**src/rtl/vga_pkg.sv**
```systemverilog
// ============================================================================
// Module : vga_pkg
// Brief  : Shared VGA timing constants, frame-buffer geometry and pixel fields.
// Rev    : 1.0 - initial release
// ============================================================================
`default_nettype none

package vga_pkg;

    localparam int c_H_ACT  = 640;
    localparam int c_H_FP   = 16;
    localparam int c_H_SYNC = 96;
    localparam int c_H_BP   = 48;
    localparam int c_V_ACT  = 480;
    localparam int c_V_FP   = 10;
    localparam int c_V_SYNC = 2;
    localparam int c_V_BP   = 33;

    localparam int c_H_TOT = c_H_ACT + c_H_FP + c_H_SYNC + c_H_BP;
    localparam int c_V_TOT = c_V_ACT + c_V_FP + c_V_SYNC + c_V_BP;

    localparam int c_FB_W     = 640;
    localparam int c_FB_H     = 480;
    localparam int c_FB_DEPTH = c_FB_W * c_FB_H;
    localparam int c_ADDR_W   = 19;
    localparam int c_PIX_W    = 9;

    // Pixel layout {R[2:0],G[2:0],B[2:0]}, shared with the placement engine
    localparam int c_R_MSB = 8;
    localparam int c_R_LSB = 6;
    localparam int c_G_MSB = 5;
    localparam int c_G_LSB = 3;
    localparam int c_B_MSB = 2;
    localparam int c_B_LSB = 0;

    typedef struct packed {
        logic active;
        logic hsync_n;
        logic vsync_n;
        logic vblank;
        logic fstart;
    } ctl_t;

    localparam ctl_t c_CTL_IDLE = '{active: 1'b0, hsync_n: 1'b1, vsync_n: 1'b1,
                                    vblank: 1'b0, fstart: 1'b0};

    function automatic logic [7:0] expand3(input logic [2:0] c);
        return {c, c, c[2:1]};
    endfunction

endpackage

`default_nettype wire

```
**src/rtl/vga_scan_out_if.sv**
```systemverilog
// ============================================================================
// Module : vga_scan_out_if
// Brief  : videoMem read port plus DAC/connector video signals.
// Rev    : 1.0 - initial release
// ============================================================================
`default_nettype none

interface vga_scan_out_if;
    import vga_pkg::*;

    logic [c_ADDR_W-1:0] raddr;
    logic [c_PIX_W-1:0]  rdata;
    logic [7:0]          VGA_R;
    logic [7:0]          VGA_G;
    logic [7:0]          VGA_B;
    logic                hsync_n;
    logic                vsync_n;
    logic                blank_n;
    logic                vblank;
    logic                frame_start;

    modport master (
        output raddr,
        input  rdata,
        output VGA_R, VGA_G, VGA_B,
        output hsync_n, vsync_n, blank_n, vblank, frame_start
    );

    modport slave (
        input  raddr,
        output rdata,
        input  VGA_R, VGA_G, VGA_B,
        input  hsync_n, vsync_n, blank_n, vblank, frame_start
    );

endinterface

`default_nettype wire

```
**src/rtl/vga_timing.sv**
```systemverilog
// ============================================================================
// Module : vga_timing
// Brief  : Horizontal/vertical raster counters and raw timing flags.
// Rev    : 1.0 - initial release
// ============================================================================
`default_nettype none

module vga_timing
    import vga_pkg::*;
#(
    parameter int H_ACT  = c_H_ACT,
    parameter int H_FP   = c_H_FP,
    parameter int H_SYNC = c_H_SYNC,
    parameter int H_BP   = c_H_BP,
    parameter int V_ACT  = c_V_ACT,
    parameter int V_FP   = c_V_FP,
    parameter int V_SYNC = c_V_SYNC,
    parameter int V_BP   = c_V_BP
) (
    input  logic clk,
    input  logic rst_n,
    output ctl_t o_ctl,
    output logic o_frame_wrap
);

    localparam int c_HTOT = H_ACT + H_FP + H_SYNC + H_BP;
    localparam int c_VTOT = V_ACT + V_FP + V_SYNC + V_BP;
    localparam int c_HW   = $clog2(c_HTOT);
    localparam int c_VW   = $clog2(c_VTOT);

    localparam logic [c_HW-1:0] c_H_LAST = c_HW'(c_HTOT - 1);
    localparam logic [c_HW-1:0] c_H_VIS  = c_HW'(H_ACT);
    localparam logic [c_HW-1:0] c_HS_BEG = c_HW'(H_ACT + H_FP);
    localparam logic [c_HW-1:0] c_HS_END = c_HW'(H_ACT + H_FP + H_SYNC);
    localparam logic [c_VW-1:0] c_V_LAST = c_VW'(c_VTOT - 1);
    localparam logic [c_VW-1:0] c_V_VIS  = c_VW'(V_ACT);
    localparam logic [c_VW-1:0] c_VS_BEG = c_VW'(V_ACT + V_FP);
    localparam logic [c_VW-1:0] c_VS_END = c_VW'(V_ACT + V_FP + V_SYNC);

    logic [c_HW-1:0] r_hcnt;
    logic [c_VW-1:0] r_vcnt;
    logic            w_h_last;
    logic            w_v_last;

    assign w_h_last = (r_hcnt == c_H_LAST);
    assign w_v_last = (r_vcnt == c_V_LAST);

    always_ff @(posedge clk or negedge rst_n) begin
        if (!rst_n) begin
            r_hcnt <= '0;
            r_vcnt <= '0;
        end else if (w_h_last) begin
            r_hcnt <= '0;
            r_vcnt <= w_v_last ? '0 : r_vcnt + 1'b1;
        end else begin
            r_hcnt <= r_hcnt + 1'b1;
        end
    end

    always_comb begin
        o_ctl         = c_CTL_IDLE;
        o_ctl.active  = (r_hcnt < c_H_VIS) && (r_vcnt < c_V_VIS);
        o_ctl.hsync_n = !((r_hcnt >= c_HS_BEG) && (r_hcnt < c_HS_END));
        o_ctl.vsync_n = !((r_vcnt >= c_VS_BEG) && (r_vcnt < c_VS_END));
        o_ctl.vblank  = (r_vcnt >= c_V_VIS);
        o_ctl.fstart  = (r_hcnt == '0) && (r_vcnt == '0);
    end

    assign o_frame_wrap = w_h_last && w_v_last;

endmodule

`default_nettype wire

```
**src/rtl/vga_scan_out.sv**
```systemverilog
// ============================================================================
// Module : vga_scan_out
// Brief  : Raster read of videoMem, sync/colour alignment and RGB expansion.
// Rev    : 1.0 - initial release
// ============================================================================
`default_nettype none

module vga_scan_out
    import vga_pkg::*;
#(
    parameter int MEM_LAT = 1,
    parameter int H_ACT   = c_H_ACT,
    parameter int H_FP    = c_H_FP,
    parameter int H_SYNC  = c_H_SYNC,
    parameter int H_BP    = c_H_BP,
    parameter int V_ACT   = c_V_ACT,
    parameter int V_FP    = c_V_FP,
    parameter int V_SYNC  = c_V_SYNC,
    parameter int V_BP    = c_V_BP
) (
    input  logic           clk,
    input  logic           rst_n,
    vga_scan_out_if.master bus
);

    localparam int                  c_DEPTH     = H_ACT * V_ACT;
    localparam logic [c_ADDR_W-1:0] c_ADDR_LAST = c_ADDR_W'(c_DEPTH - 1);

    ctl_t                w_ctl_raw;
    logic                w_frame_wrap;
    logic [c_ADDR_W-1:0] r_raddr;
    ctl_t                r_pipe [MEM_LAT];
    ctl_t                r_ctl_out;
    logic [7:0]          r_red;
    logic [7:0]          r_grn;
    logic [7:0]          r_blu;

    vga_timing #(
        .H_ACT  (H_ACT),
        .H_FP   (H_FP),
        .H_SYNC (H_SYNC),
        .H_BP   (H_BP),
        .V_ACT  (V_ACT),
        .V_FP   (V_FP),
        .V_SYNC (V_SYNC),
        .V_BP   (V_BP)
    ) u_timing (
        .clk          (clk),
        .rst_n        (rst_n),
        .o_ctl        (w_ctl_raw),
        .o_frame_wrap (w_frame_wrap)
    );

    // Saturate on the last pixel so the address never leaves the buffer
    always_ff @(posedge clk or negedge rst_n) begin
        if (!rst_n) begin
            r_raddr <= '0;
        end else if (w_frame_wrap) begin
            r_raddr <= '0;
        end else if (w_ctl_raw.active && (r_raddr != c_ADDR_LAST)) begin
            r_raddr <= r_raddr + 1'b1;
        end
    end

    // MEM_LAT stages here plus the output register keep flags level with rdata
    always_ff @(posedge clk or negedge rst_n) begin
        if (!rst_n) begin
            for (int i = 0; i < MEM_LAT; i++) begin
                r_pipe[i] <= c_CTL_IDLE;
            end
        end else begin
            r_pipe[0] <= w_ctl_raw;
            for (int i = 1; i < MEM_LAT; i++) begin
                r_pipe[i] <= r_pipe[i-1];
            end
        end
    end

    always_ff @(posedge clk or negedge rst_n) begin
        if (!rst_n) begin
            r_ctl_out <= c_CTL_IDLE;
            r_red     <= '0;
            r_grn     <= '0;
            r_blu     <= '0;
        end else begin
            r_ctl_out <= r_pipe[MEM_LAT-1];
            if (r_pipe[MEM_LAT-1].active) begin
                r_red <= expand3(bus.rdata[c_R_MSB:c_R_LSB]);
                r_grn <= expand3(bus.rdata[c_G_MSB:c_G_LSB]);
                r_blu <= expand3(bus.rdata[c_B_MSB:c_B_LSB]);
            end else begin
                r_red <= '0;
                r_grn <= '0;
                r_blu <= '0;
            end
        end
    end

    assign bus.raddr       = r_raddr;
    assign bus.VGA_R       = r_red;
    assign bus.VGA_G       = r_grn;
    assign bus.VGA_B       = r_blu;
    assign bus.hsync_n     = r_ctl_out.hsync_n;
    assign bus.vsync_n     = r_ctl_out.vsync_n;
    assign bus.blank_n     = r_ctl_out.active;
    assign bus.vblank      = r_ctl_out.vblank;
    assign bus.frame_start = r_ctl_out.fstart;

endmodule

`default_nettype wire

```
**src/flat_wrapper.sv**
```systemverilog
// flat-port wrapper written by rule: the top's interface ports become plain ports
module vga_scan_out_flat import vga_pkg::*;
#(
    parameter int MEM_LAT = 1,
    parameter int H_ACT   = c_H_ACT,
    parameter int H_FP    = c_H_FP,
    parameter int H_SYNC  = c_H_SYNC,
    parameter int H_BP    = c_H_BP,
    parameter int V_ACT   = c_V_ACT,
    parameter int V_FP    = c_V_FP,
    parameter int V_SYNC  = c_V_SYNC,
    parameter int V_BP    = c_V_BP
)
  (clk, rst_n, bus_raddr, bus_rdata, bus_VGA_R, bus_VGA_G, bus_VGA_B, bus_hsync_n, bus_vsync_n, bus_blank_n, bus_vblank, bus_frame_start);
  vga_scan_out_if bus_i ();
  input  logic clk;
  input  logic rst_n;
  output wire logic [$bits(bus_i.raddr)-1:0] bus_raddr;
  input wire logic [$bits(bus_i.rdata)-1:0] bus_rdata;
  output wire logic [$bits(bus_i.VGA_R)-1:0] bus_VGA_R;
  output wire logic [$bits(bus_i.VGA_G)-1:0] bus_VGA_G;
  output wire logic [$bits(bus_i.VGA_B)-1:0] bus_VGA_B;
  output wire logic [$bits(bus_i.hsync_n)-1:0] bus_hsync_n;
  output wire logic [$bits(bus_i.vsync_n)-1:0] bus_vsync_n;
  output wire logic [$bits(bus_i.blank_n)-1:0] bus_blank_n;
  output wire logic [$bits(bus_i.vblank)-1:0] bus_vblank;
  output wire logic [$bits(bus_i.frame_start)-1:0] bus_frame_start;
  assign bus_raddr = bus_i.raddr;
  assign bus_i.rdata = bus_rdata;
  assign bus_VGA_R = bus_i.VGA_R;
  assign bus_VGA_G = bus_i.VGA_G;
  assign bus_VGA_B = bus_i.VGA_B;
  assign bus_hsync_n = bus_i.hsync_n;
  assign bus_vsync_n = bus_i.vsync_n;
  assign bus_blank_n = bus_i.blank_n;
  assign bus_vblank = bus_i.vblank;
  assign bus_frame_start = bus_i.frame_start;
  vga_scan_out #(.MEM_LAT(MEM_LAT), .H_ACT(H_ACT), .H_FP(H_FP), .H_SYNC(H_SYNC), .H_BP(H_BP), .V_ACT(V_ACT), .V_FP(V_FP), .V_SYNC(V_SYNC), .V_BP(V_BP)) u_core (.clk(clk), .rst_n(rst_n), .bus(bus_i));
endmodule
```
**config.mk**
```make
export PLATFORM = sky130hd
export DESIGN_NAME = vga_scan_out_flat
export DESIGN_NICKNAME = d
export VERILOG_FILES = /design/src/rtl/vga_pkg.sv /design/src/rtl/vga_scan_out_if.sv /design/src/rtl/vga_timing.sv /design/src/rtl/vga_scan_out.sv /design/src/flat_wrapper.sv
export SDC_FILE = /design/constraint.sdc
export NUM_CORES = 1
export LEC_CHECK = 0
export CAP_MARGIN = 20
export CORE_UTILIZATION = 43
export CTS_CLUSTER_DIAMETER = 150
export DETAILED_ROUTE_END_ITERATION = 12
export GPL_ROUTABILITY_DRIVEN = 0
export PLACE_DENSITY = 0.78
export SLEW_MARGIN = 10
export SYNTH_ARGS = -nofsm -noshare
export SYNTH_HDL_FRONTEND = slang
export SYNTH_HIERARCHICAL = 1
export SYNTH_SLANG_ARGS = --single-unit
```
**constraint.sdc**
```tcl
create_clock -name clk -period 2.6 [get_ports clk]
set_input_delay 0.26 -clock clk [delete_from_list [all_inputs] [get_ports clk]]
set_output_delay 0.26 -clock clk [all_outputs]
set_load 0.05 [all_outputs]
```
==> impl_metrics.yaml, run 1 <==
cts:
  cts_max_path_buffers: 2
  root_buffer: "clkbuf_8"
  cts_resized: 0
  htree_levels: 3
  clock-sinks: 58
  postCtsSetupBuffers: 0
  clk_pin_slew_ns: 0.07
  holdBufCountCts: 1
  numCtsBuffers: 9
  tritoncts: "done"
  clk_latency_ns: 0.33
global_routing:
  overflow: 0
  grt_pass1_wl_mm: 9.90
  grt_pass1_vias: 2092
  grt_antenna_before_repair: 0
  track_usage_pct: 17.9
  grt_max_degree: 33
timing:
  setup-tns-final_ns: 0
  finalCritPeriodShare_pct: 87.8
  hold_viol: 0
  drv_slew: 0
  worst_pin_slew_ns: 0.485
  fin_worst_skew_ns: 0.00977
  rsz0062_at_grt: "false"
  slew_headroom_pct: 66.8
  fin_crit_ns: 2.28
  finalWorstSetupSlack_ns: 0.318
  fmax_ghz: 0.438
  setup_viol: 0
critical_path:
  critPathKind: "reg2reg"
  reg2reg_from: "u_core/u_timing/r_vcnt[5]"
  path_delay_family: "simple AND/OR/NAND/NOR gates"
  arrival_ns: 2.50
  worst_ep_required_time_ns: 2.82
  path_cells: "and4_1 > or2_2 > a21oi_1 > buf_4 > and3_1 > nor4b_1 > xnor2_1 > nor2_1"
  end_kind: "flip-flop"
  cp-startpoint: "u_core/u_timing/r_vcnt[5]"
  slowest_stage: "dfrtp_1"
  crit_path_max_fanout: 8
  critPathMaxStageDelay_ns: 0.44
  path_buf_inv: 1
  startpoint_type: "flip-flop"
yosys:
  synth_area_leader_cell: "dfrtp_1"
  synth-edff-count: 0
  synth_ff_type: "dfrtp_1"
  synth.avg_cell_area_um2: 10.8
  synthTopCellsByArea: "dfrtp_1 (47%), buf_4 (4.7%), xnor2_1 (4.3%)"
  yosys_warnings: 6
  synth.cell_area_mm2: 0.00286
  synth_top_area_share_pct: 47.2
  async_flop_share_pct: 100
  synth.ff_latch_count: 58
  synth_cells: 266
  ys_types: 45
  synth_nets: 283
  yosysSeqAreaShare_pct: 50.9
final_layout:
  drive_above_1_share_pct: 12.3
  n_antenna_cell: 0
  syn_to_final_growth_pct: 25.8
  multi_input_area_mm2: 0.00121
  nets: 336
  fin_util_pct: 56.4
  num-fill-cells: 565
  ff_latch_area_mm2: 0.00146
place:
  dp_slack_ns: 0.347
  hpwlAfterDp_mm: 4.08
  io_buffers: 58
power:
  power.density_mw_per_mm2: 514
  p_leak_nw: 1.56
  vdd_drop_max_mv: 0.262
route:
  dr.pass1.iters: 4
  route.detailed.wl_per_inst_um: 14.4
  drc: 0
  drt_iter0_drc: 123
  detail-route-antenna-nets: 0
  vias_per_cell: 5.31
  num_vias: 2131
  drt_wl_total_mm: 5.79
hold_path:
  hold_path_class: "reg2reg"
  hold_start: "u_core/r_pipe[0]"
die:
  start_util_pct: 44.8
  core_area_mm2: 0.00639
  die_h_um: 83.6
  rows: 29
  pin_count: 59
  die_x_um: 83.6
  die_area_mm2: 0.00698
flow_run:
  drv_cap: 0
status:
  status: "finished clean"
cells in the final DEF (no fill, tap or decap), types with 3 or more instances in the layout:
cell type	count
a211oi_1	3
dfrtp_1	54
nand4_1	17
xnor2_1	14
nor2_1	27
dfstp_2	4
nand2_1	10
nor3_1	3
o21ai_0	7
buf_4	6
and4_1	4
and3_1	7
and2_1	10
clkbuf_8	9
clkdlybuf4s50_1	57
a21oi_1	9
inv_1	5
xor2_1	11
ha_1	6
clkinv_2	4
nor4_1	4
a31oi_1	3
nand3_1	13
area by class of cell:
| class | count | area share (%) |
|---|---|---|
| multi-input cells | 180 | 33.7 |
| repair buffers | 65 | 17.5 |
| flip-flops and latches | 58 | 40.5 |
| clock buffers | 10 | 3.55 |
| clock inverters | 6 | 1.60 |
| inverters | 5 | 0.521 |
| well taps | 77 | 2.68 |
cells in the mapped netlist, types with 3 or more instances:
cell type and instances:
dfrtp_1 54, nor2_1 27, buf_4 18, nand4_1 17, xnor2_1 14, nand3_1 13, xor2_1 11, and2_1 10
nand2_1 10, a21oi_1 9, and3_1 7, o21ai_0 7, ha_1 6, inv_1 5, and4_1 4, dfstp_2 4
nor4_1 4, a211oi_1 3, a31oi_1 3, clkbuf_1 3, nor3_1 3
worst paths after layout:
kind,end,slack [ns],cells past startpoint
max,u_core/bus.raddr[18],0.32,8
min,u_core/bus.frame_start,0.36,0
min reg2reg,u_core/bus.frame_start,0.36,0
min in group asynchronous,u_core/bus.raddr[14],0.47,3
max in group asynchronous,u_core/r_pipe[3],1.78,3
max reg2reg,u_core/bus.raddr[18],0.32,8
sequential cells by signal, summed over array words and instances, names as in the netlist, 3 cells and up:
register                cells
u_core/bus.raddr           19
u_core/u_timing/r_hcnt     10
u_core/u_timing/r_vcnt     10
u_core/r_pipe               5
u_core/bus.VGA_B            3
u_core/bus.VGA_G            3
u_core/bus.VGA_R            3
power breakdown:
group,switching (mW),internal [mW]
clock,0.354,0.436
sequential,0.00468,0.910
combinational,0.0961,0.0497
stage by stage:
step	std cells	hold slack, ns	instance area [um^2]	total power, mW
floorplan	266	-0.0356	2860	1.02
global placement	384	0.284	3400	1.08
global route	401	0.359	3600	1.93
CTS	401	0.354	3600	1.87
detailed placement	384	0.289	3400	1.08
finish	401	0.357	3600	1.85
layer usage:
metal  vias to the layer above  track usage [%]  share of wire [%]
met5                         -                0                  0
met4                         0             7.70                1.2
met3                         8             5.74                4.3
met2                        47             29.6                 51
met1                      1045             21.5                 44
li1                       1031                -                  -
cell families (layout without fill, tap and decap cells):
| group | count (synthesis) | after routing | synth area share (%) |
|---|---|---|---|
| and+or+nand+nor | 116 | 116 | 24.2 |
| DFF | 58 | 58 | 50.9 |
| AOI/OAI and AO/OA | 30 | 30 | 6.73 |
| buffers and inverters | 28 | 86 | 6.73 |
| xor gates and xnor gates | 25 | 25 | 7.65 |
| adders and majority gates | 6 | 6 | 2.62 |
| muxes | 3 | 3 | 1.14 |
worst reg2reg max path, stage by stage, from the launching register on:
cell and delay (ns):
dfrtp_1 0.44, and4_1 0.24, or2_2 0.29, a21oi_1 0.18, buf_4 0.20, and3_1 0.26, nor4b_1 0.34, xnor2_1 0.17
nor2_1 0.05
(Power assumes the default switching activity.)
==> run 2: changes to the inputs <==
- CAP_MARGIN: 20 -> default
- clock period: 2.6 -> 2.2 ns (I/O delays scaled with it)
==> run 2 against run 1 <==
  * Global-route usage up 0.68 points
  * Sequential share of layout area fell by 1.3 points
  * Die area stayed put
  * Utilization rose by 2.0 points
  * Final area rose by 3.5%
  * Critical path depth fell by 1
  * Clock power is 29% higher
  * Final cell count is 2.5% higher
  * Non-clock buffer count up 10
  * Critical endpoint is now u_core/bus.raddr[17]
==> impl_metrics.yaml, run 2 (same netlist as run 1, synthesis figures left out) <==
route:
  detail-route-antenna-nets: 0
  route.detailed.wl_per_inst_um: 14.9
  dr.pass1.iters: 5
  num_vias: 2208
  vias_per_cell: 5.37
  drt_iter0_drc: 145
  drc: 0
  drt_wl_total_mm: 6.14
critical_path:
  end_kind: "flip-flop"
  cp-startpoint: "u_core/u_timing/r_vcnt[8]"
  arrival_ns: 2.30
  reg2reg_depth: 7
  critPathKind: "reg2reg"
  r2r_slack_ns: 0.12
  worst_ep_required_time_ns: 2.42
  reg2reg_from: "u_core/u_timing/r_vcnt[8]"
  reg2reg_to: "u_core/bus.raddr[17]"
  startpoint_type: "flip-flop"
  crit_path_max_fanout: 4
final_layout:
  num-fill-cells: 522
  syn_to_final_growth_pct: 30.3
  largest_register_ffs: 19
  final_common_cell: "clkdlybuf4s50_1"
  drive_above_1_share_pct: 16.5
  n_antenna_cell: 0
  nets: 346
  multi_input_area_mm2: 0.00122
  ff_latch_area_mm2: 0.00146
  layout_common_cells: "clkdlybuf4s50_1 (57), dfrtp_1 (50), nor2_1 (27)"
power:
  p_leak_nw: 1.62
  power.density_mw_per_mm2: 610
  vdd_drop_max_mv: 0.342
hold_path:
  holdPathStages: 0
  holdPathEnd: "u_core/bus.frame_start"
  hold_path_class: "reg2reg"
  hold_start: "u_core/r_pipe[0]"
cts:
  root_buffer: "clkbuf_8"
  clk_pin_slew_ns: 0.06
  tritoncts: "done"
  htree_levels: 3
  clk_latency_ns: 0.34
  numCtsBuffers: 9
  cts_max_path_buffers: 2
  clock-sinks: 58
timing:
  setup_viol: 0
  drv_slew: 0
  hold_viol: 0
  finalCritPeriodShare_pct: 94.5
  fmax_ghz: 0.481
  fin_worst_skew_ns: 0.0101
  fin_crit_ns: 2.08
  slew_headroom_pct: 63.0
  finalWorstSetupSlack_ns: 0.121
  hold_slack_ns: 0.354
  worst_pin_slew_ns: 0.555
global_routing:
  track_usage_pct: 18.6
  grt_pass1_wl_mm: 10.2
  overflow: 0
  grt_max_degree: 25
  grt_pass1_vias: 2119
  grt_antenna_before_repair: 0
die:
  die_area_mm2: 0.00698
  die_x_um: 83.6
  start_util_pct: 44.8
  pin_count: 59
  die_h_um: 83.6
  core_area_mm2: 0.00639
  rows: 29
place:
  dp_slack_ns: 0.0838
  hpwlAfterDp_mm: 4.36
  io_buffers: 58
flow_run:
  drv_cap: 0
status:
  status: "finished clean"
## run 2: cell count changes in the layout (fill, tap and decap cells not counted), sizes merged
cell	before	now
buf	7	17
clkinv	4	1
clkbuf	10	14
clkinvlp	1	0
## run 2: worst max-delay path by stage
stage,end,slack [ns],cells after the start
final,u_core/bus.raddr[17],0.12,7
after global routing,u_core/bus.raddr[17],-0.02,7
after CTS,u_core/bus.raddr[17],0.07,7
after detailed placement,u_core/bus.raddr[18],0.08,8
after global placement,u_core/bus.raddr[1],0.18,5
after floorplan,u_core/bus.raddr[1],0.0002,5
## run 2: per-stage QoR
step	power, mW	utilization [%]	TNS, ns	instance area, um^2	std cells
finish	2.27	58.4	0	3730	411
global route	2.35	58.4	-0.0164	3730	411
CTS	2.30	58.2	0	3720	411
detailed placement	1.28	54.8	0	3500	394
global placement	1.27	54.8	0	3500	394
floorplan	1.21	-	0	2870	266
## run 2: critical path, stage by stage, from the launching register on
cell and delay [ns]:
dfrtp_1 0.40, and4_1 0.23, or2_2 0.31, a21oi_2 0.14, nand3_1 0.16, a2111oi_1 0.49
xnor2_1 0.18, nor2_1 0.06
## run 2: final cells by class
cell class / instances / area share, %
timing repair buffer: 75 / 19.3
inverter: 5 / 0.504
sequential: 58 / 39.2
tap: 77 / 2.58
clock buffer: 14 / 4.63
multi-input combinational: 180 / 32.9
clock inverter: 2 / 0.940
## run 2: metal layers
layer	GRT usage [%]	up-vias	wire, um	part of all wire (%)
met5	0	-	0	0
met4	9.71	0	113	1.8
met3	4.75	11	270	4.4
met2	30.4	66	3080	50
met1	22.7	1081	2670	43
li1	-	1050	-	-
## run 2: report_power, final
| group | switching (mW) | internal [mW] | leakage [nW] | total [mW] |
|---|---|---|---|---|
| registers | 0.00537 | 1.08 | 0.731 | 1.08 |
| logic | 0.114 | 0.0587 | 0.779 | 0.173 |
| clock network | 0.405 | 0.615 | 0.107 | 1.02 |
| total | 0.524 | 1.75 | 1.62 | 2.27 |
## run 2: timing repair
item / 4_1_cts / 5_1_grt
hold buffers: 1 / 0
endpoints found under the setup margin: 0 / 3
setup buffers: 0 / 0
resized for setup: 0 / 3
hold endpoints to repair: 20 / 0
